**config.mk**
```make
export PLATFORM = sky130hd
export DESIGN_NAME = paint_job_arbiter
export DESIGN_NICKNAME = d
export VERILOG_FILES = /design/src/rtl/paint_job_arbiter.sv
export SDC_FILE = /design/constraint.sdc
export NUM_CORES = 1
export LEC_CHECK = 0
export ABC_CLOCK_PERIOD_IN_PS = 2700
export BUFFER_PORTS_ARGS = -buffer_cell sky130_fd_sc_hd__buf_2
export CAP_MARGIN = 20
export CELL_PAD_IN_SITES_DETAIL_PLACEMENT = 0
export CELL_PAD_IN_SITES_GLOBAL_PLACEMENT = 1
export CORE_ASPECT_RATIO = 1.75
export CORE_UTILIZATION = 28
export DETAILED_ROUTE_END_ITERATION = 8
export PLACE_DENSITY_LB_ADDON = 0.1
export SKIP_CTS_REPAIR_TIMING = 1
export SYNTH_ARGS = -nofsm -noshare
export SYNTH_HDL_FRONTEND = slang
export SYNTH_SLANG_ARGS = --single-unit
```
**constraint.sdc**
```tcl
create_clock -name Clck -period 2.7 [get_ports Clck]
set_clock_uncertainty 0.15 [all_clocks]
set_input_delay 0.27 -clock Clck [delete_from_list [all_inputs] [get_ports Clck]]
set_output_delay 0.27 -clock Clck [all_outputs]
set_load 0.01 [all_outputs]
```
**src/rtl/paint_job_arbiter.sv**
```systemverilog
// paint_job_arbiter: round-robin sharing of one rectangle/circle paint engine
// between NUM_REQ paint sequencers using a level req / pulsed ack handshake.
// Optional WAIT-state watchdog is built only when PAINT_ARB_TIMEOUT_EN is defined.
module paint_job_arbiter #(
    parameter int unsigned NUM_REQ    = 4,
    parameter int unsigned X_BITS     = 8,
    parameter int unsigned Y_BITS     = 7,
    parameter int unsigned COLOR_BITS = 3,
    parameter int unsigned CFG_BITS   = 3,
    parameter logic [15:0] TIMEOUT    = 16'hFFFF
) (
    input  logic                           Clck,
    input  logic                           Reset,
    input  logic [NUM_REQ-1:0]             req,
    input  logic [NUM_REQ*X_BITS-1:0]      req_x_start,
    input  logic [NUM_REQ*X_BITS-1:0]      req_x_end,
    input  logic [NUM_REQ*Y_BITS-1:0]      req_y_start,
    input  logic [NUM_REQ*Y_BITS-1:0]      req_y_end,
    input  logic [NUM_REQ*CFG_BITS-1:0]    req_cfg,
    input  logic [NUM_REQ*COLOR_BITS-1:0]  req_color,
    output logic [NUM_REQ-1:0]             req_ack,
    output logic [2:0]                     grant_id,
    output logic                           busy,
    output logic [X_BITS-1:0]              eng_x_start,
    output logic [X_BITS-1:0]              eng_x_end,
    output logic [Y_BITS-1:0]              eng_y_start,
    output logic [Y_BITS-1:0]              eng_y_end,
    output logic [CFG_BITS-1:0]            eng_cfg,
    output logic [COLOR_BITS-1:0]          eng_color,
    output logic                           eng_start,
    input  logic                           eng_done,
    output logic                           timeout_err
);

    localparam int unsigned ID_W  = 3;
    localparam int unsigned CNT_W = 16;

    typedef enum logic [1:0] {
        S_IDLE  = 2'd0,
        S_START = 2'd1,
        S_WAIT  = 2'd2,
        S_DONE  = 2'd3
    } state_t;

    state_t                  state, state_d;
    logic [ID_W-1:0]         last_grant, last_grant_d;
    logic [ID_W-1:0]         grant_id_d;
    logic [ID_W-1:0]         win_id;
    logic                    win_found;
    logic                    busy_d;
    logic                    eng_start_d;
    logic [NUM_REQ-1:0]      req_ack_d;
    logic [NUM_REQ-1:0]      grant_onehot;
    logic [X_BITS-1:0]       x_start_d, x_end_d, win_x_start, win_x_end;
    logic [Y_BITS-1:0]       y_start_d, y_end_d, win_y_start, win_y_end;
    logic [CFG_BITS-1:0]     cfg_d, win_cfg;
    logic [COLOR_BITS-1:0]   color_d, win_color;

`ifdef PAINT_ARB_TIMEOUT_EN
    logic [CNT_W-1:0]        wait_cnt, wait_cnt_d;
    logic                    timeout_err_d;
`else
    logic [CNT_W-1:0]        unused_timeout;
    assign unused_timeout = TIMEOUT;
    assign timeout_err    = 1'b0;
`endif

    // Round-robin pick: first set req above last_grant, else wrap to the lowest set req
    always_comb begin
        win_found = 1'b0;
        win_id    = '0;
        for (int i = 0; i < int'(NUM_REQ); i++) begin
            if (!win_found && req[i] && (i > int'(last_grant))) begin
                win_found = 1'b1;
                win_id    = ID_W'(i);
            end
        end
        for (int i = 0; i < int'(NUM_REQ); i++) begin
            if (!win_found && req[i] && (i <= int'(last_grant))) begin
                win_found = 1'b1;
                win_id    = ID_W'(i);
            end
        end
    end

    // Select the winner's job fields out of the flattened request buses
    always_comb begin
        win_x_start = '0;
        win_x_end   = '0;
        win_y_start = '0;
        win_y_end   = '0;
        win_cfg     = '0;
        win_color   = '0;
        for (int i = 0; i < int'(NUM_REQ); i++) begin
            if (win_id == ID_W'(i)) begin
                win_x_start = req_x_start[i*X_BITS +: X_BITS];
                win_x_end   = req_x_end[i*X_BITS +: X_BITS];
                win_y_start = req_y_start[i*Y_BITS +: Y_BITS];
                win_y_end   = req_y_end[i*Y_BITS +: Y_BITS];
                win_cfg     = req_cfg[i*CFG_BITS +: CFG_BITS];
                win_color   = req_color[i*COLOR_BITS +: COLOR_BITS];
            end
        end
    end

    // One-hot of the job currently owning the engine, used for the ack
    always_comb begin
        grant_onehot = '0;
        for (int i = 0; i < int'(NUM_REQ); i++) begin
            grant_onehot[i] = (grant_id == ID_W'(i));
        end
    end

    // Next-state and next-output logic; eng_* keep the last job while idle
    always_comb begin
        state_d      = state;
        last_grant_d = last_grant;
        grant_id_d   = grant_id;
        busy_d       = busy;
        eng_start_d  = 1'b0;
        req_ack_d    = '0;
        x_start_d    = eng_x_start;
        x_end_d      = eng_x_end;
        y_start_d    = eng_y_start;
        y_end_d      = eng_y_end;
        cfg_d        = eng_cfg;
        color_d      = eng_color;
`ifdef PAINT_ARB_TIMEOUT_EN
        wait_cnt_d    = wait_cnt;
        timeout_err_d = timeout_err;
`endif
        case (state)
            S_IDLE: begin
                if (win_found) begin
                    x_start_d   = win_x_start;
                    x_end_d     = win_x_end;
                    y_start_d   = win_y_start;
                    y_end_d     = win_y_end;
                    cfg_d       = win_cfg;
                    color_d     = win_color;
                    grant_id_d  = win_id;
                    busy_d      = 1'b1;
                    eng_start_d = 1'b1;
                    state_d     = S_START;
                end
            end
            S_START: begin
                state_d = S_WAIT;
`ifdef PAINT_ARB_TIMEOUT_EN
                wait_cnt_d = TIMEOUT;
`endif
            end
            S_WAIT: begin
                if (eng_done) begin
                    req_ack_d = grant_onehot;
                    state_d   = S_DONE;
                end
`ifdef PAINT_ARB_TIMEOUT_EN
                else if (wait_cnt == '0) begin
                    req_ack_d     = grant_onehot;
                    timeout_err_d = 1'b1;
                    state_d       = S_DONE;
                end else begin
                    wait_cnt_d = wait_cnt - CNT_W'(1);
                end
`endif
            end
            S_DONE: begin
                last_grant_d = grant_id;
                busy_d       = 1'b0;
                state_d      = S_IDLE;
            end
            default: state_d = S_IDLE;
        endcase
    end

    // State and registered outputs
    always_ff @(posedge Clck or negedge Reset) begin
        if (!Reset) begin
            state       <= S_IDLE;
            last_grant  <= ID_W'(NUM_REQ - 1);
            grant_id    <= '0;
            busy        <= 1'b0;
            eng_start   <= 1'b0;
            req_ack     <= '0;
            eng_x_start <= '0;
            eng_x_end   <= '0;
            eng_y_start <= '0;
            eng_y_end   <= '0;
            eng_cfg     <= '0;
            eng_color   <= '0;
        end else begin
            state       <= state_d;
            last_grant  <= last_grant_d;
            grant_id    <= grant_id_d;
            busy        <= busy_d;
            eng_start   <= eng_start_d;
            req_ack     <= req_ack_d;
            eng_x_start <= x_start_d;
            eng_x_end   <= x_end_d;
            eng_y_start <= y_start_d;
            eng_y_end   <= y_end_d;
            eng_cfg     <= cfg_d;
            eng_color   <= color_d;
        end
    end

`ifdef PAINT_ARB_TIMEOUT_EN
    // WAIT watchdog counter and sticky timeout flag
    always_ff @(posedge Clck or negedge Reset) begin
        if (!Reset) begin
            wait_cnt    <= '0;
            timeout_err <= 1'b0;
        end else begin
            wait_cnt    <= wait_cnt_d;
            timeout_err <= timeout_err_d;
        end
    end
`endif

endmodule

```
== Yosys cells after proc, flatten, opt, wreduce, memory -nomap -nowiden ==
Index checks and enable logic that the tools add are counted.

* Flip-flop bits (word level): 50
* Bits of input ports: 151
* Output and inout bits: 46
* Word-level logic and storage cells: 101

* Order comparisons: 6
* Equal/unequal tests: 11
* Multiplexer cells: 47
* Reductions and logical operators: 25

{| class="wikitable"
|+ Operators with widths
! cell !! number
|-
| two-way mux 8 bit || 8
|-
| two-way mux 7 bit || 8
|-
| two-way mux 3 bit || 12
|-
| == test 3 x 2 -> 1 bit (second input constant) || 4
|-
| logical AND 1 bit || 12
|-
| two-way mux 1 bit || 11
|-
| two-way mux 2 bit || 4
|-
| two-way mux 4 bit || 2
|-
| case mux 2 bit (4 select lines) || 1
|-
| == test 3 x 1 -> 1 bit (second input constant) || 2
|-
| > comparator 2 x 3 -> 1 bit (first input constant) || 2
|-
| <= comparator 2 x 3 -> 1 bit (first input constant) || 2
|-
| logical NOT 1 bit || 6
|-
| logical NOT 3 bit || 2
|-
| AND reduction 2 bit || 3
|-
| == test 2 bit (second input constant) || 2
|-
| inequality test 2 bit (second input constant) || 2
|-
| > comparator 1 x 3 -> 1 bit (first input constant) || 1
|-
| <= comparator 1 x 3 -> 1 bit (first input constant) || 1
|-
| == test 2 x 1 -> 1 bit (second input constant) || 1
|-
| logical NOT 2 bit || 1
|-
| case mux 1 bit (2 select lines) || 1
|-
| nonzero test 2 bit || 1
|}

== Longest topological paths before layout ==
* Depth after elaboration: 31
* Gate-level depth with buffers: 8

== Worst setup path before layout ==
No wires, ideal clock.

* Path kind: flip-flop to flip-flop
* From: register last_grant[1]
* To: register eng_cfg[0]
* Library setup time: 0.066 ns
* Arrival time: 1.801 ns
* Required time: 2.484 ns
* Slack: 0.683 ns
* Stages on the path, launching flop included: 8
* Path buffers: 2
* Period minus slack after synthesis: 2.017 ns
* Path through: dfstp_2 -> buf_4 -> mux2i_1 -> o22a_1 -> o21ai_1 -> nor3_2 -> dlymetal6s2s_1 -> a221o_1

* Cells in the longest elaborated chain, start to end: 31
* Elaborated cells between the ends (all ways): 47
* Classes of those cells: order compare (6); eq/ne (3); mux (18); reduce/logical (20)

{| class="wikitable"
|+ RTL lines
! element !! line !! text
|-
| start: declaration || 46 || <nowiki>logic [ID_W-1:0] last_grant, last_grant_d;</nowiki>
|-
| start signal: assignment || 181 || <nowiki>last_grant <= ID_W'(NUM_REQ - 1);</nowiki>
|-
| start signal: assignment || 194 || <nowiki>last_grant <= last_grant_d;</nowiki>
|-
| > comparator 1 x 3 -> 1 bit || 73 || <nowiki>if (!win_found && req[i] && (i > int'(last_grant))) begin</nowiki>
|-
| logical AND 1 bit || 73 ||
|-
| two-way mux 1 bit || 73 ||
|-
| logical NOT 1 bit || 73 ||
|-
| logical AND 1 bit (2 in series) || 73 ||
|-
| two-way mux 1 bit || 73 ||
|-
| logical NOT 1 bit || 73 ||
|-
| logical AND 1 bit (2 in series) || 73 ||
|-
| (+8 left out) || - ||
|-
| logical NOT 1 bit || 79 || <nowiki>if (!win_found && req[i] && (i <= int'(last_grant))) begin</nowiki>
|-
| logical AND 1 bit (2 in series) || 79 ||
|-
| two-way mux 1 bit || 79 ||
|-
| logical NOT 1 bit || 79 ||
|-
| logical AND 1 bit (2 in series) || 79 ||
|-
| two-way mux 3 bit || 79 ||
|-
| logical NOT 3 bit || 95 || <nowiki>if (win_id == ID_W'(i)) begin</nowiki>
|-
| two-way mux 3 bit (4 in series) || 95 ||
|-
| end signal: assignment || 203 || <nowiki>eng_cfg <= cfg_d;</nowiki>
|-
| end: declaration || 28 || <nowiki>output logic [CFG_BITS-1:0] eng_cfg,</nowiki>
|}

Parallel ways exist; a longest one is shown, timed or not.
A chain may end at the register's enable or synchronous reset.

== Worst setup path in the final report ==
* From: register last_grant[0]
* To: register eng_x_end[2]

* Cells in the longest elaborated chain, start to end: 31
* Elaborated cells between the ends (all ways): 47
* Classes of those cells: order compare (6); eq/ne (3); mux (18); reduce/logical (20)

{| class="wikitable"
|+ RTL lines
! element !! line !! text
|-
| > comparator 1 x 3 -> 1 bit || 73 ||
|-
| logical AND 1 bit || 73 ||
|-
| two-way mux 1 bit || 73 ||
|-
| logical NOT 1 bit || 73 ||
|-
| logical AND 1 bit (2 in series) || 73 ||
|-
| two-way mux 1 bit || 73 ||
|-
| logical NOT 1 bit || 73 ||
|-
| logical AND 1 bit (2 in series) || 73 ||
|-
| (+8 left out) || - ||
|-
| logical NOT 1 bit || 79 ||
|-
| logical AND 1 bit (2 in series) || 79 ||
|-
| two-way mux 1 bit || 79 ||
|-
| logical NOT 1 bit || 79 ||
|-
| logical AND 1 bit (2 in series) || 79 ||
|-
| two-way mux 3 bit || 79 ||
|-
| logical NOT 3 bit || 95 ||
|-
| two-way mux 8 bit (4 in series) || 95 ||
|-
| end signal: assignment || 200 || <nowiki>eng_x_end <= x_end_d;</nowiki>
|-
| end: declaration || 25 || <nowiki>output logic [X_BITS-1:0] eng_x_end,</nowiki>
|}

Parallel ways exist; a longest one is shown, timed or not.

==> run_results.csv <==
group,metric,value,unit
route,wl,11400,um
floorplan,initial_core_util,0.288,
synth,synth.cell_area,2840,um^2
clocking,cts_tree,"done",
global_route,grtUsageMet1,0.243,
sta,rsz0062_at_grt,"false",
sta,hold_viol,0,
global_route,antenna_found_initial,0,
sta,relSlewSlack,0.466,
synth,synth_top_area_share,0.406,
power_and_ir_drop,power_density,1090,nW/um^2
synth,yosys.area.top_type,"dfrtp_1",
synth,synth_edf_count,0,
clocking,clk_latency,0.30,ns
global_route,grt_busiest_layer,"met2",
synth,yosysSeqAreaShare,0.425,
power_and_ir_drop,p_leak,0.00196,uW
setup_path,crit_path_start_kind,"flip-flop",
cells_and_area,nets,658,
synth,async_flop_share,1.00,
route,ant_nets,0,
setup_path,cp.arrival,2.26,ns
min_path,hold_path_class,"primary input to flip-flop",
clocking,clk_pin_slew_worst_paths,0.07,ns
global_route,gr-usage-all-layers,0.220,
placed_design,port_buffers,194,
global_route,grt_pass1_vias,3388,
global_route,grt_start_max_net_pins,41,
global_route,globalRouteMet3Util,0.0453,
power_and_ir_drop,ir_drop,0.459,mV
route,firstDrtPassIters,4,
synth,ys.flop_type,"dfrtp_1",
flow_run,max-cap-violations,0,
cells_and_area,drive_gt1_frac,0.442,
floorplan,die_w,78.1,um
synth,ys_top_cells_by_area,"dfrtp_1 41%, a21oi_1 13%, a221o_1 13%",
floorplan,pin_count,197,
placed_design,place_congestion,0.798,
clocking,cts.sinks,48,
floorplan,dieArea,10500,um^2
placed_design,dp_worst_setup_slack,0.197,ns
route,via_count,3295,
cells_and_area,nFillCells,1064,
setup_path,crit_fanout,21,
sta,period_share,0.824,
global_route,grt_pass1_wl,17500,um
floorplan,die_y,135,um
sta,slew_violations,0,
clocking,cts_root_buffer,"clkbuf_16",
synth,ys_types,42,
clocking,htree_levels,2,
sta,setup_tns,0,ns
global_route,met2_usage,0.404,
synth,yosysWarnings,0,
sta,setup_ws,0.475,ns
placed_design,place_hpwl,8080,um
route,wl_per_cell,18.2,um
route,drt_iter0_drc,211,
clocking,numCtsBuffers,5,
sta,max_freq,0.449,GHz
outcome,status,"finished, final reports clean",
route,avgViaCountPerCell,5.24,
route,drcViolationCount,0,
global_route,overflow,0,
floorplan,coreArea,9850,um^2
synth,ys_ff_latch,48,
cells_and_area,area_growth,42.6,%
sta,setup_viol,0,
clocking,cts_buffer_depth,2,
floorplan,num_rows,48,
sta,worst_pin_slew,0.800,ns
setup_path,cp-end-kind,"flip-flop",
setup_path,cp_data_required_time,2.73,ns
setup_path,critPathKind,"flip-flop to flip-flop",
synth,syn_inst,321,
sta,period_needed,2.22,ns
synth,syn_avg_cell_area,8.83,um^2
cells_and_area,n_antenna_cell,0,
Yosys cell counts (all sizes together), types with 4 or more instances:
master and count:
ha 4, dfrtp 46, o21ai 40, a221o 36
nor3 4, nand2b 5, nand2 10, clkbuf 11
inv 6, buf 19, nor2 40, a21oi 73
final cells by class:
cell class                 count  area, um^2  area share
multi-input combinational    237        1440       0.357
sequential                    48        1200       0.298
timing repair buffer         205        1070       0.264
tap                          125         156      0.0387
clock buffer                   6         139      0.0344
inverter                       6        22.5     0.00557
clock inverter                 2        10.0     0.00248
per-layer routing:
layer | wire length, um | up-vias | part of all wire
met2 | 6240 | 140 | 0.55
met1 | 4260 | 1592 | 0.37
met3 | 709 | 13 | 0.062
met5 | 0 | - | 0
met4 | 229 | 0 | 0.020
li1 | - | 1550 | -
sequential cells by signal, summed over array words and instances, names as in the netlist:
name,flops
busy,1
eng_cfg,3
eng_color,3
eng_start,1
eng_x_end,8
eng_x_start,8
eng_y_end,7
eng_y_start,7
grant_id,2
last_grant,2
req_ack,4
state,2
worst max-delay path, stage by stage, from the launching register on:
cell and delay [ns]:
dfstp_2 0.61, nand2b_1 0.12, a21oi_4 0.39, nor3_1 0.13, nor2b_4 0.15, buf_4 0.22, a221o_1 0.33
kinds of logic (layout without fill, tap and decap cells):
logic type	count (synthesis)	count (layout)	share of synthesized area
muxes	3	3	0.0115
DFF	48	48	0.425
AOI/OAI and AO/OA	160	160	0.363
and+or+nand+nor	68	68	0.110
adders and majority gates	4	4	0.0177
buffers and inverters	37	219	0.0719
other	1	2	0.00132
placed cells by master, fill, tap and decap left out, drive strengths merged, types with 2 or more instances in the layout:
master | netlist | routed
nand3 | 2 | 2
ha | 4 | 4
nor3 | 4 | 4
dfrtp | 46 | 46
nor2 | 40 | 40
a221o | 36 | 36
buf | 19 | 204
a21oi | 73 | 73
o21ai | 40 | 40
mux2 | 2 | 2
clkbuf | 11 | 6
conb | 1 | 2
o2bb2ai | 2 | 2
nor2b | 2 | 2
inv | 6 | 6
nand2b | 5 | 5
nand2 | 10 | 10
dfstp | 2 | 2
clkinv | 0 | 2
worst paths after layout:
path	slack, ns	start	end	depth (start not counted)
worst max-delay path	0.48	last_grant[0]$_DFFE_PN1P_	eng_x_end[2]$_DFFE_PN0P_	6
worst min-delay path	0.05	req_x_end[19]	eng_x_end[3]$_DFFE_PN0P_	2
worst max register to register	0.48	last_grant[0]$_DFFE_PN1P_	eng_x_end[2]$_DFFE_PN0P_	6
worst min register to register	0.36	busy$_DFFE_PN0P_	busy$_DFFE_PN0P_	2
max in group asynchronous	1.23	Reset	last_grant[1]$_DFFE_PN1P_	3
min in group asynchronous	0.33	Reset	eng_y_start[3]$_DFFE_PN0P_	2
report_power, final:
group / switching [uW] / internal (uW) / leakage [uW]
Clock: 290 / 366 / 0.0000766
Sequential: 238 / 1090 / 0.000549
Combinational: 1350 / 1080 / 0.00134
Total: 1880 / 2530 / 0.00196
per-stage QoR:
| stage | hold WS, ns | cell area (um^2) | util | cells | total power [uW] |
|---|---|---|---|---|---|
| 6_report | 0.0451 | 4040 | 0.410 | 629 | 4410 |
| 5_1_grt | 0.0414 | 4040 | 0.410 | 629 | 4780 |
| 4_1_cts | -0.172 | 4030 | 0.409 | 627 | 4460 |
| 3_5_place_dp | 0.153 | 3880 | 0.394 | 619 | 3790 |
| 3_3_place_gp | 0.161 | 3880 | 0.394 | 619 | 3750 |
| 2_1_floorplan | -0.176 | 2840 | - | 322 | 2930 |
Power figures use the tool's default switching activity.
